$ cat src/rtl/spi_inst_fifo_rx.sv
// SPI instruction receiver: deserialises cs1-framed MOSI instructions into a
// first-word-fall-through queue and returns a status byte on MISO.
module spi_inst_fifo_rx #(
  parameter int INST_WIDTH = 80,
  parameter int FIFO_DEPTH = 4
) (
  input  logic                          RPiclk,
  input  logic                          rst,
  input  logic                          cs1,
  input  logic                          MOSI,
  output logic                          MISO,
  output logic [INST_WIDTH-1:0]         inst_data,
  output logic                          inst_valid,
  input  logic                          inst_ready,
  output logic [$clog2(FIFO_DEPTH):0]   fifo_count,
  output logic                          err_short,
  output logic                          err_long,
  output logic                          overflow,
  input  logic                          clear_err
);

  localparam int CW = $clog2(INST_WIDTH + 1);
  localparam int PW = $clog2(FIFO_DEPTH);
  localparam logic [PW:0]   DEPTH_CNT = (PW + 1)'(FIFO_DEPTH);
  localparam logic [CW-1:0] LAST_BIT  = CW'(INST_WIDTH - 1);

  typedef enum logic [1:0] {IDLE, SHIFT, HOLD} state_t;

  state_t                 state;
  logic [CW-1:0]          bit_cnt;
  logic [INST_WIDTH-2:0]  shift_sr;
  logic [7:0]             status_sr;
  logic [7:0]             status_snap;

  logic [INST_WIDTH-1:0]  mem [FIFO_DEPTH];
  logic [PW-1:0]          wr_ptr;
  logic [PW-1:0]          rd_ptr;

  logic                   full;
  logic                   push_req;
  logic                   push_ok;
  logic                   pop;
  logic [INST_WIDTH-1:0]  push_data;

  assign full        = (fifo_count == DEPTH_CNT);
  assign status_snap = {overflow, err_short, err_long, full, 4'(fifo_count)};
  assign MISO        = status_sr[7];
  assign inst_valid  = (fifo_count != '0);
  assign inst_data   = mem[rd_ptr];
  assign pop         = inst_valid & inst_ready;

  always_comb begin
    push_req  = 1'b0;
    push_data = {shift_sr, MOSI};
    if (state == SHIFT && !cs1 && bit_cnt == LAST_BIT)
      push_req = 1'b1;
  end

  assign push_ok = push_req && ((fifo_count < DEPTH_CNT) || pop);

  // The snapshot is reloaded on every deselected edge so a single high edge
  // between frames is enough to present fresh status to the next frame.
  always_ff @(posedge RPiclk or posedge rst) begin
    if (rst) begin
      state     <= IDLE;
      bit_cnt   <= '0;
      shift_sr  <= '0;
      status_sr <= '0;
      err_short <= 1'b0;
      err_long  <= 1'b0;
    end else begin
      if (cs1)
        status_sr <= status_snap;
      else
        status_sr <= {status_sr[6:0], 1'b0};

      case (state)
        IDLE: begin
          if (cs1) begin
            bit_cnt <= '0;
          end else begin
            shift_sr <= {shift_sr[INST_WIDTH-3:0], MOSI};
            bit_cnt  <= CW'(1);
            state    <= SHIFT;
          end
        end
        SHIFT: begin
          if (cs1) begin
            bit_cnt <= '0;
            state   <= IDLE;
          end else begin
            shift_sr <= {shift_sr[INST_WIDTH-3:0], MOSI};
            bit_cnt  <= bit_cnt + 1'b1;
            if (bit_cnt == LAST_BIT)
              state <= HOLD;
          end
        end
        HOLD: begin
          if (cs1) begin
            bit_cnt <= '0;
            state   <= IDLE;
          end
        end
        default: state <= IDLE;
      endcase

      if (state == SHIFT && cs1)
        err_short <= 1'b1;
      else if (clear_err)
        err_short <= 1'b0;

      if (state == HOLD && !cs1)
        err_long <= 1'b1;
      else if (clear_err)
        err_long <= 1'b0;
    end
  end

  // A push into a full queue still succeeds when the head leaves on the same edge.
  always_ff @(posedge RPiclk or posedge rst) begin
    if (rst) begin
      for (int i = 0; i < FIFO_DEPTH; i++)
        mem[i] <= '0;
      wr_ptr     <= '0;
      rd_ptr     <= '0;
      fifo_count <= '0;
      overflow   <= 1'b0;
    end else begin
      if (push_ok) begin
        mem[wr_ptr] <= push_data;
        wr_ptr      <= wr_ptr + 1'b1;
      end
      if (pop)
        rd_ptr <= rd_ptr + 1'b1;

      if (push_ok && !pop)
        fifo_count <= fifo_count + 1'b1;
      else if (pop && !push_ok)
        fifo_count <= fifo_count - 1'b1;

      if (push_req && !push_ok)
        overflow <= 1'b1;
      else if (clear_err)
        overflow <= 1'b0;
    end
  end

endmodule

$ cat config.mk
export PLATFORM = sky130hd
export DESIGN_NAME = spi_inst_fifo_rx
export DESIGN_NICKNAME = d
export VERILOG_FILES = /design/src/rtl/spi_inst_fifo_rx.sv
export SDC_FILE = /design/constraint.sdc
export NUM_CORES = 1
export LEC_CHECK = 0
export ABC_AREA = 1
export BUFFER_PORTS_ARGS = -buffer_cell sky130_fd_sc_hd__buf_2
export CORE_MARGIN = 3
export CORE_UTILIZATION = 50
export DETAILED_ROUTE_END_ITERATION = 10
export MAX_ROUTING_LAYER = met4
export PLACE_DENSITY = 0.78
export SYNTH_ARGS = -nofsm -noshare
export SYNTH_HDL_FRONTEND = slang
export SYNTH_SLANG_ARGS = --single-unit
$ cat constraint.sdc
create_clock -name RPiclk -period 12.5 [get_ports RPiclk]
set_input_delay 1.25 -clock RPiclk [delete_from_list [all_inputs] [get_ports RPiclk]]
set_output_delay 1.25 -clock RPiclk [all_outputs]
set_load 0.02 [all_outputs]
# Word-level counts from Yosys, hierarchy flattened
# Index checks and enable logic that the tools add are counted.
totals:
  register_bits: 426
  out_inout_bits: 88
  rom_bits: 0
  input_bits: 6
  latchBits: 0
  memories: 0
  mem_bits_rw: 0
classes:
  div: 0
  shift: 0
  reduce_logical: 24
  n_lt_le_gt_ge: 4
  add_sub_neg: 5
  mul: 0
  bitwise_logic: 4
  n_mux: 23
  eq_ne: 7
op_table:
  columns: ["operator", "count"]
  rows:
  - ["bitwise mux 320 bit", 1]
  - ["two-way mux 80 bit", 3]
  - ["binary-select mux 80 bit (select 2 bit)", 1]
  - ["demux 80 bit (select 2 bit)", 1]
  - ["one-hot mux 7 bit (3 select lines)", 1]
  - ["two-way mux 7 bit", 2]
  - ["logical AND 1 bit", 9]
  - ["two-way mux 2 bit", 4]
  - ["two-way mux 8 bit", 1]
  - ["nonzero test 2 bit", 4]
  - ["adder 7 x 1 -> 7 bit (second input constant)", 1]
  - ["== test 7 bit (second input constant)", 1]
  - [">= comparator 3 bit (second input constant)", 2]
  - ["two-way mux 1 bit", 6]
  - ["two-way mux 3 bit", 2]
  - ["inverter 2 -> 3 bit", 2]
  - ["one-hot mux 2 bit (3 select lines)", 1]
  - ["nonzero test 3 bit", 2]
  - ["adder 2 x 1 -> 2 bit (second input constant)", 2]
  - ["inequality test 2 bit (second input constant)", 2]
  - ["AND reduction 2 bit", 2]
  - ["adder 3 x 1 -> 3 bit (second input constant)", 1]
  - ["== test 3 bit (second input constant)", 1]
  - ["zero test 1 bit", 3]
  - ["12 further kinds", 12]

# Depth between registers and ports, before layout
# Gate-level depths: netlist of the first run.
logic_depth:
  depth_word: 9
  depth_mapped: 13
  ltp_nobuf: 12

# Worst setup path before layout of the first run
# Ideal clock, no wire load.
synth_path:
  kind: "input to register"
  startpoint: "input port cs1"
  endpoint: "register fifo_count[2]"
  cell_stages: 12
  slack_ps: 9366
  arrival_ps: 3003
  setup_time_ps: 131
  cell_sequence: "inv_2 -> nand2_1 -> nor3_4 -> buf_2 -> nand2_1 -> inv_1 -> ha_1 -> inv_1 -> fa_1 -> a21oi_1 -> o21ai_0 -> xor2_1"
synth_between:
  elab_chain_cells: 8
  word_cells_on_any_way: 10
  cone_classes: "2 x mux; 8 x reduce/logical"
synth_lines:
  columns: ["element", "line_no", "rtl"]
  rows:
  - ["from (decl)", "9", "input logic cs1,"]
  - ["zero test 1 bit (*)", "55", "if (state == SHIFT && !cs1 && bit_cnt == LAST_BIT)"]
  - ["logical AND 1 bit (*) (2 in a row)", "55", null]
  - ["two-way mux 1 bit (*)", "55", null]
  - ["logical AND 1 bit (*)", "59", "assign push_ok = push_req && ((fifo_count < DEPTH_CNT) || pop);"]
  - ["via push_ok", "41", "logic push_ok;"]
  - ["zero test 1 bit", "138", "else if (pop && !push_ok)"]
  - ["logical AND 1 bit", "138", null]
  - ["nonzero test 2 bit (no source line)", null, null]
  - ["to (signal assigned)", "137", "fifo_count <= fifo_count + 1'b1;"]
  - ["to (signal assigned)", "139", "fifo_count <= fifo_count - 1'b1;"]
  - ["to (decl)", "15", "output logic [$clog2(FIFO_DEPTH):0] fifo_count,"]
# The timed path passes the listed nets; every way through them passes the cells marked *.
# A chain may end at the register's enable or synchronous reset.

# Worst setup path after layout of the first run
layout_path:
  startpoint: "register rd_ptr[0]"
  endpoint: "output port inst_data[53]"
layout_between:
  elab_chain_cells: 4
layout_lines:
  columns: ["element", "line_no", "rtl"]
  rows:
  - ["from (decl)", "37", "logic [PW-1:0] rd_ptr;"]
  - ["from (signal assigned)", "134", "rd_ptr <= rd_ptr + 1'b1;"]
  - ["inverter 2 -> 3 bit (not written as such)", "49", "assign inst_data = mem[rd_ptr];"]
  - ["binary-select mux 80 bit (select 2 bit)", "49", null]
  - ["two-way mux 80 bit (not written as such) (2 in a row)", "49", null]
  - ["to (decl)", "12", "output logic [INST_WIDTH-1:0] inst_data,"]
# Every way passes these cells. The select of a mux whose other input is x is not followed.

==> metrics.txt, run 1 <==
status=completed; core area=37930 um^2; PwrDens=216.0 nW/um^2; row count=71; EDFF count, synth=0; HPWL after detailed placement=26530 um; # port buffers=93; Pre-Repair DR Iteration Count=5; largest net degree at the start of global routing=255; cts hold-fix bufs=0; area of the multi-input gates=7626 um^2; crit end category=output pin; WP data required=11250 ps; DRT Wirelength=51970 um; Worst R2R Start=state[1]; synth unique cells=26; Nets=2299; yosys warns=0; Slew headroom=23.30%; Placement Setup Slack=8410 ps; hold violation count in the final report=0; critical-path maximum fanout=98; wire per inst=18.37 um; count of final setup violators=0; number of stages on the worst setup path=5; top cell family by delay on the critical path=buffers and inverters; Antenna Violating Nets Remaining=0; P_leak=11.21 nW; worst skew pair latency=570 ps; setup ws final=7742 ps; fill count=3367; mean post-synth cell area=8.327 um^2; Sum Neg Setup Slack=0 ps; crit-path cells=inv_4, buf_4, o21ai_0, o22ai_1, buf_2; Worst Skew=18.09 ps; DIE WIDTH=202.9 um; first-pass GRT wire length=86910 um; sequential share of the synthesized area=54.99%; CTS tree=done; Max Freq=0.2102 GHz; initial drt markers=1820; Final Cycle Share=38.06%; CTS resizes=0; root buffer cell=clkbuf_16; Die ar.=41170 um^2; RR Endpoint=mem[273]; slowest CP cell=buf_4; crit path from=rd_ptr[0]; Synth Instances=2328; Routability Congestion=0.8520; initial antenna violation count=1; remaining global-route overflow=0; share of flip-flops with an asynchronous set or reset=100.0%; proportion of layout cells with a drive suffix above 1=8.891%; register area=10670 um^2; WS Path Type=reg -> out; Initial Utilization=51.11%; CTS H-Tree Depth=2; # IOs=94; R2R cell count=8; Residual DRC=0; syn_nets=2345; CP startpoint kind=flop; clock-pin slew on the worst setup and hold paths=60 ps; Num Clock Sinks=426; GR Util All Layers=26.08%; Clock Path Buffers=3; final hold slack=455.6 ps; CP Buf/Inv Count=3; area grow syn2layout=10.21%; Synth Flop Type=dfrtp_1; crit-path max cell delay=840 ps; vias in the first global route=16416; Critical Path End=inst_data[53]; r2r setup slk=9400 ps; Crit path arrival time=3510 ps; Final Util=56.32%; clock buffer count from CTS=46; Tightest Hold Check Type=reg -> reg; Final min period=4758 ps; RSZ-0062 raised after global routing=false; worst vdd ir=0.0001364 V; Tightest Pin Transition=1151 ps; max-cap viol count=0; Cell Area, Synth=19390 um^2; Slew Viols, Final=0; Via Count=16825; # Post-CTS Setup Buffers=0; Synth Register Bits=426; vias per cell=5.947; Die Y-Extent=202.9 um
==> report_power, final <==
group	internal [mW]	switching [mW]
Sequential	1.53	0.270
Clock	0.776	0.560
Combinational	0.417	1.06
==> worst min-delay path, cell delays in order (launching register included) <==
cell	delay, ps
dfrtp_1	320
nand2_1	50
o31ai_1	50
==> cell usage in the layout (no fill, tap or decap), types with 2 or more instances in the layout <==
cell / synthesis / layout
o22ai_1: 81 / 81
a21oi_1: 43 / 43
clkbuf_8: 0 / 13
inv_6: 0 / 2
nand3_1: 10 / 10
dfrtp_1: 426 / 424
xor2_1: 2 / 2
ha_1: 10 / 6
buf_12: 0 / 4
ha_2: 0 / 4
buf_4: 1 / 19
buf_2: 61 / 93
o21ai_0: 211 / 211
clkbuf_16: 0 / 46
clkinvlp_4: 0 / 2
nand2_1: 719 / 719
clkbuf_1: 123 / 8
nand4_1: 324 / 324
inv_2: 3 / 3
xnor2_1: 2 / 2
clkinv_2: 0 / 11
nor2_1: 214 / 213
inv_1: 64 / 62
==> state kept, by name, summed over array words and instances (netlist names) <==
register    flops
status_sr       8
err_long        1
shift_sr       79
mem           320
rd_ptr          2
bit_cnt         7
fifo_count      3
overflow        1
err_short       1
state           2
wr_ptr          2
==> kinds of logic after synthesis <==
kind of cell | synth area share [%]
buf+inv | 5.776
compound gates | 9.288
simple gates | 28.96
flops | 54.99
xor+xnor | 0.1807
fa+ha+maj | 0.7487
mux | 0.05808
==> Yosys cell counts, drive strengths merged, types with 2 or more instances <==
cell type / n / area, um^2
xor2: 2 / 17.52
inv: 67 / 251.5
xnor2: 2 / 17.52
buf: 87 / 406.6
a21oi: 43 / 215.2
ha: 10 / 125.1
o21ai: 211 / 1056
nand2: 719 / 2699
nand4: 324 / 2027
dfrtp: 426 / 10660
clkbuf: 123 / 461.7
nor2: 214 / 803.3
nor3: 2 / 21.27
o22ai: 81 / 506.7
nand3: 10 / 50.05
==> worst min-delay path by stage <==
stage                   end  slack [ps]  cells after the start         start
2_1_floorplan  status_sr[1]         420                      2  status_sr[0]
3_3_place_gp   status_sr[1]         420                      2  status_sr[0]
3_5_place_dp   status_sr[4]         440                      2  status_sr[3]
4_1_cts        status_sr[4]         460                      2  status_sr[3]
5_1_grt            mem[129]         490                      2      mem[129]
6_report       status_sr[4]         460                      2  status_sr[3]
==> stage by stage <==
stage | area (um^2) | instances | power (mW)
after floorplan | 19390 | 2328 | 2.768
after global placement | 19880 | 2745 | 3.258
after detailed placement | 19880 | 2745 | 3.285
after CTS | 21360 | 2828 | 4.633
after global routing | 21370 | 2829 | 4.888
final | 21370 | 2829 | 4.615
==> final cells by class <==
cell class	count	share of cell area, %
Clock buffer	67	6.366
Timing Repair Buffer	116	3.221
Antenna cell	1	0.01171
Tap cell	511	2.993
Sequential cell	426	49.92
Multi-Input combinational cell	1625	35.69
Inverter	67	1.206
Clock inverter	16	0.5915
==> per-layer routing <==
layer  up-vias  track usage [%]  share of wire [%]
met5         -                -                  0
met4         0            7.820                2.1
met3        90            3.559                7.3
met2       726            40.74                 48
met1      8204            35.95                 43
li1       7805                -                  -
(Power assumes the default switching activity.)
==> run 2: changes to the inputs <==
- clock period: 12.5 -> 4.2 ns (I/O delays scaled with it)
==> run 2 against run 1 <==
  * Die area unchanged
  * Total power rose to 3.0 times the previous value
  * Final area up 0.90%
  * Non-clock buffer count up 14
  * Sequential share of layout area down 0.45 points
  * Worst hold slack worse by 360 ps
  * Routed wire length up 4.0%
  * Sequential power rose to 2.9 times the previous value
  * Largest power group unchanged
  * Highest routed layer unchanged
==> metrics.txt, run 2 (synthesis gave the netlist of run 1 again) <==
CP startpoint kind=flop; # port buffers=93; critical-path maximum fanout=62; initial antenna violation count=0; setup ws final=976.9 ps; Placement Setup Slack=1408 ps; RR Endpoint=mem[307]; crit path from=rd_ptr[0]; HP Start=clear_err; row count=71; CTS tree=done; P_leak=11.30 nW; DRT Wirelength=54050 um; # Post-CTS Setup Buffers=0; Slew headroom=18.54%; hold violation count in the final report=0; vias in the first global route=16908; Worst Skew=17.82 ps; Final Util=56.83%; most frequent cells in the layout=nand2_1 (719), dfrtp_1 (424), nand4_1 (324), nor2_1 (213), o21ai_0 (211); crit end category=output pin; Routability Congestion=0.8070; Via Count=17280; initial drt markers=1935; HPWL after detailed placement=27240 um; count of final setup violators=0; Largest Register=mem; commonest non-fill, non-tap cell in the layout=nand2_1; DIE WIDTH=202.9 um; CTS resizes=0; Final min period=3223 ps; Nets=2312; Slew Viols, Final=0; status=completed; Residual DRC=0; Pwr Total=13.96 mW; area grow syn2layout=11.20%; wire per inst=19.04 um; Antenna Cells=0; Tightest Hold Check Type=in -> reg; vias per cell=6.087; Post-DP Area=20040 um^2; Die Y-Extent=202.9 um; Pre-Repair DR Iteration Count=6; Num Clock Sinks=426; WP data required=3780 ps; Max Freq=0.3103 GHz; worst vdd ir=0.0004403 V; Final Cycle Share=76.74%; RSZ-0062 raised after global routing=false; max-cap viol count=0; Die ar.=41170 um^2; worst skew pair latency=560 ps; clock buffer count from CTS=45; Crit path arrival time=2800 ps; largest net degree at the start of global routing=248; R2R cell count=7; Min-Delay Path Depth=2; r2r setup slk=1480 ps; WS Path Type=reg -> out; root buffer cell=clkbuf_16; # IOs=94; Tightest Pin Transition=1222 ps; core area=37930 um^2; Antenna Violating Nets Remaining=0; max FFs per register=320; PwrDens=647.8 nW/um^2; proportion of layout cells with a drive suffix above 1=9.235%; Worst R2R Start=fifo_count[2]; CTS H-Tree Depth=2; hold worst-path end=err_short; remaining global-route overflow=0; clock-pin slew on the worst setup and hold paths=60 ps; Sum Neg Setup Slack=0 ps; GR Util All Layers=26.77%; fin area=21560 um^2; Initial Utilization=51.11%; first-pass GRT wire length=89150 um; Clock Path Buffers=3; largest registers=mem x320, shift_sr x79, status_sr x8
run 2: cell type report:
cell class              instances  area (um^2)
clock buffers                  69         1366
inverters                      67        257.7
repair buffers                130        858.3
clock inverters                11        145.1
well taps                     511        639.4
multi-input cells            1625         7626
fillers                      3298        16370
flip-flops and latches        426        10670
run 2: what timing repair did:
| action | 4_1_cts | 5_1_grt |
|---|---|---|
| endpoints found under the hold margin | 16 | 0 |
| endpoints found under the setup margin | 0 | 0 |
| hold buffers | 1 | 0 |
run 2: power by group:
group	switching [mW]	internal [mW]	total, mW
Sequential	0.692	4.57	5.26
Combinational	3.35	1.29	4.64
Clock	1.65	2.42	4.07
Total	5.69	8.28	14.0
run 2: how the worst max path moves through the flow:
| stage | to | slack, ps | cells past startpoint |
|---|---|---|---|
| 2_1_floorplan | bit_cnt[0] | -1970 | 1 |
| 3_3_place_gp | mem[281] | 1480 | 7 |
| 3_5_place_dp | mem[279] | 1410 | 7 |
| 4_1_cts | inst_data[79] | 970 | 6 |
| 5_1_grt | inst_data[79] | 860 | 6 |
| 6_report | inst_data[79] | 980 | 6 |
run 2: per-stage QoR:
step	cells	hold WS, ps
floorplan	2328	418.3
global placement	2758	423.4
detailed placement	2758	438.2
CTS	2839	70.75
global route	2839	104.0
finish	2839	92.43
run 2: metal layers:
metal	up-vias	global-route usage [%]	wire length, um
li1	7836	-	-
met1	8495	37.18	23090
met2	843	41.41	25590
met3	106	4.024	4318
met4	0	7.671	1056
met5	-	-	0
run 2: critical path, cell delays in order, from the launching register on:
cell and delay, ps:
dfrtp_4 500, inv_4 500, buf_4 360, buf_4 280, o21ai_0 110, o22ai_1 250, buf_2 220
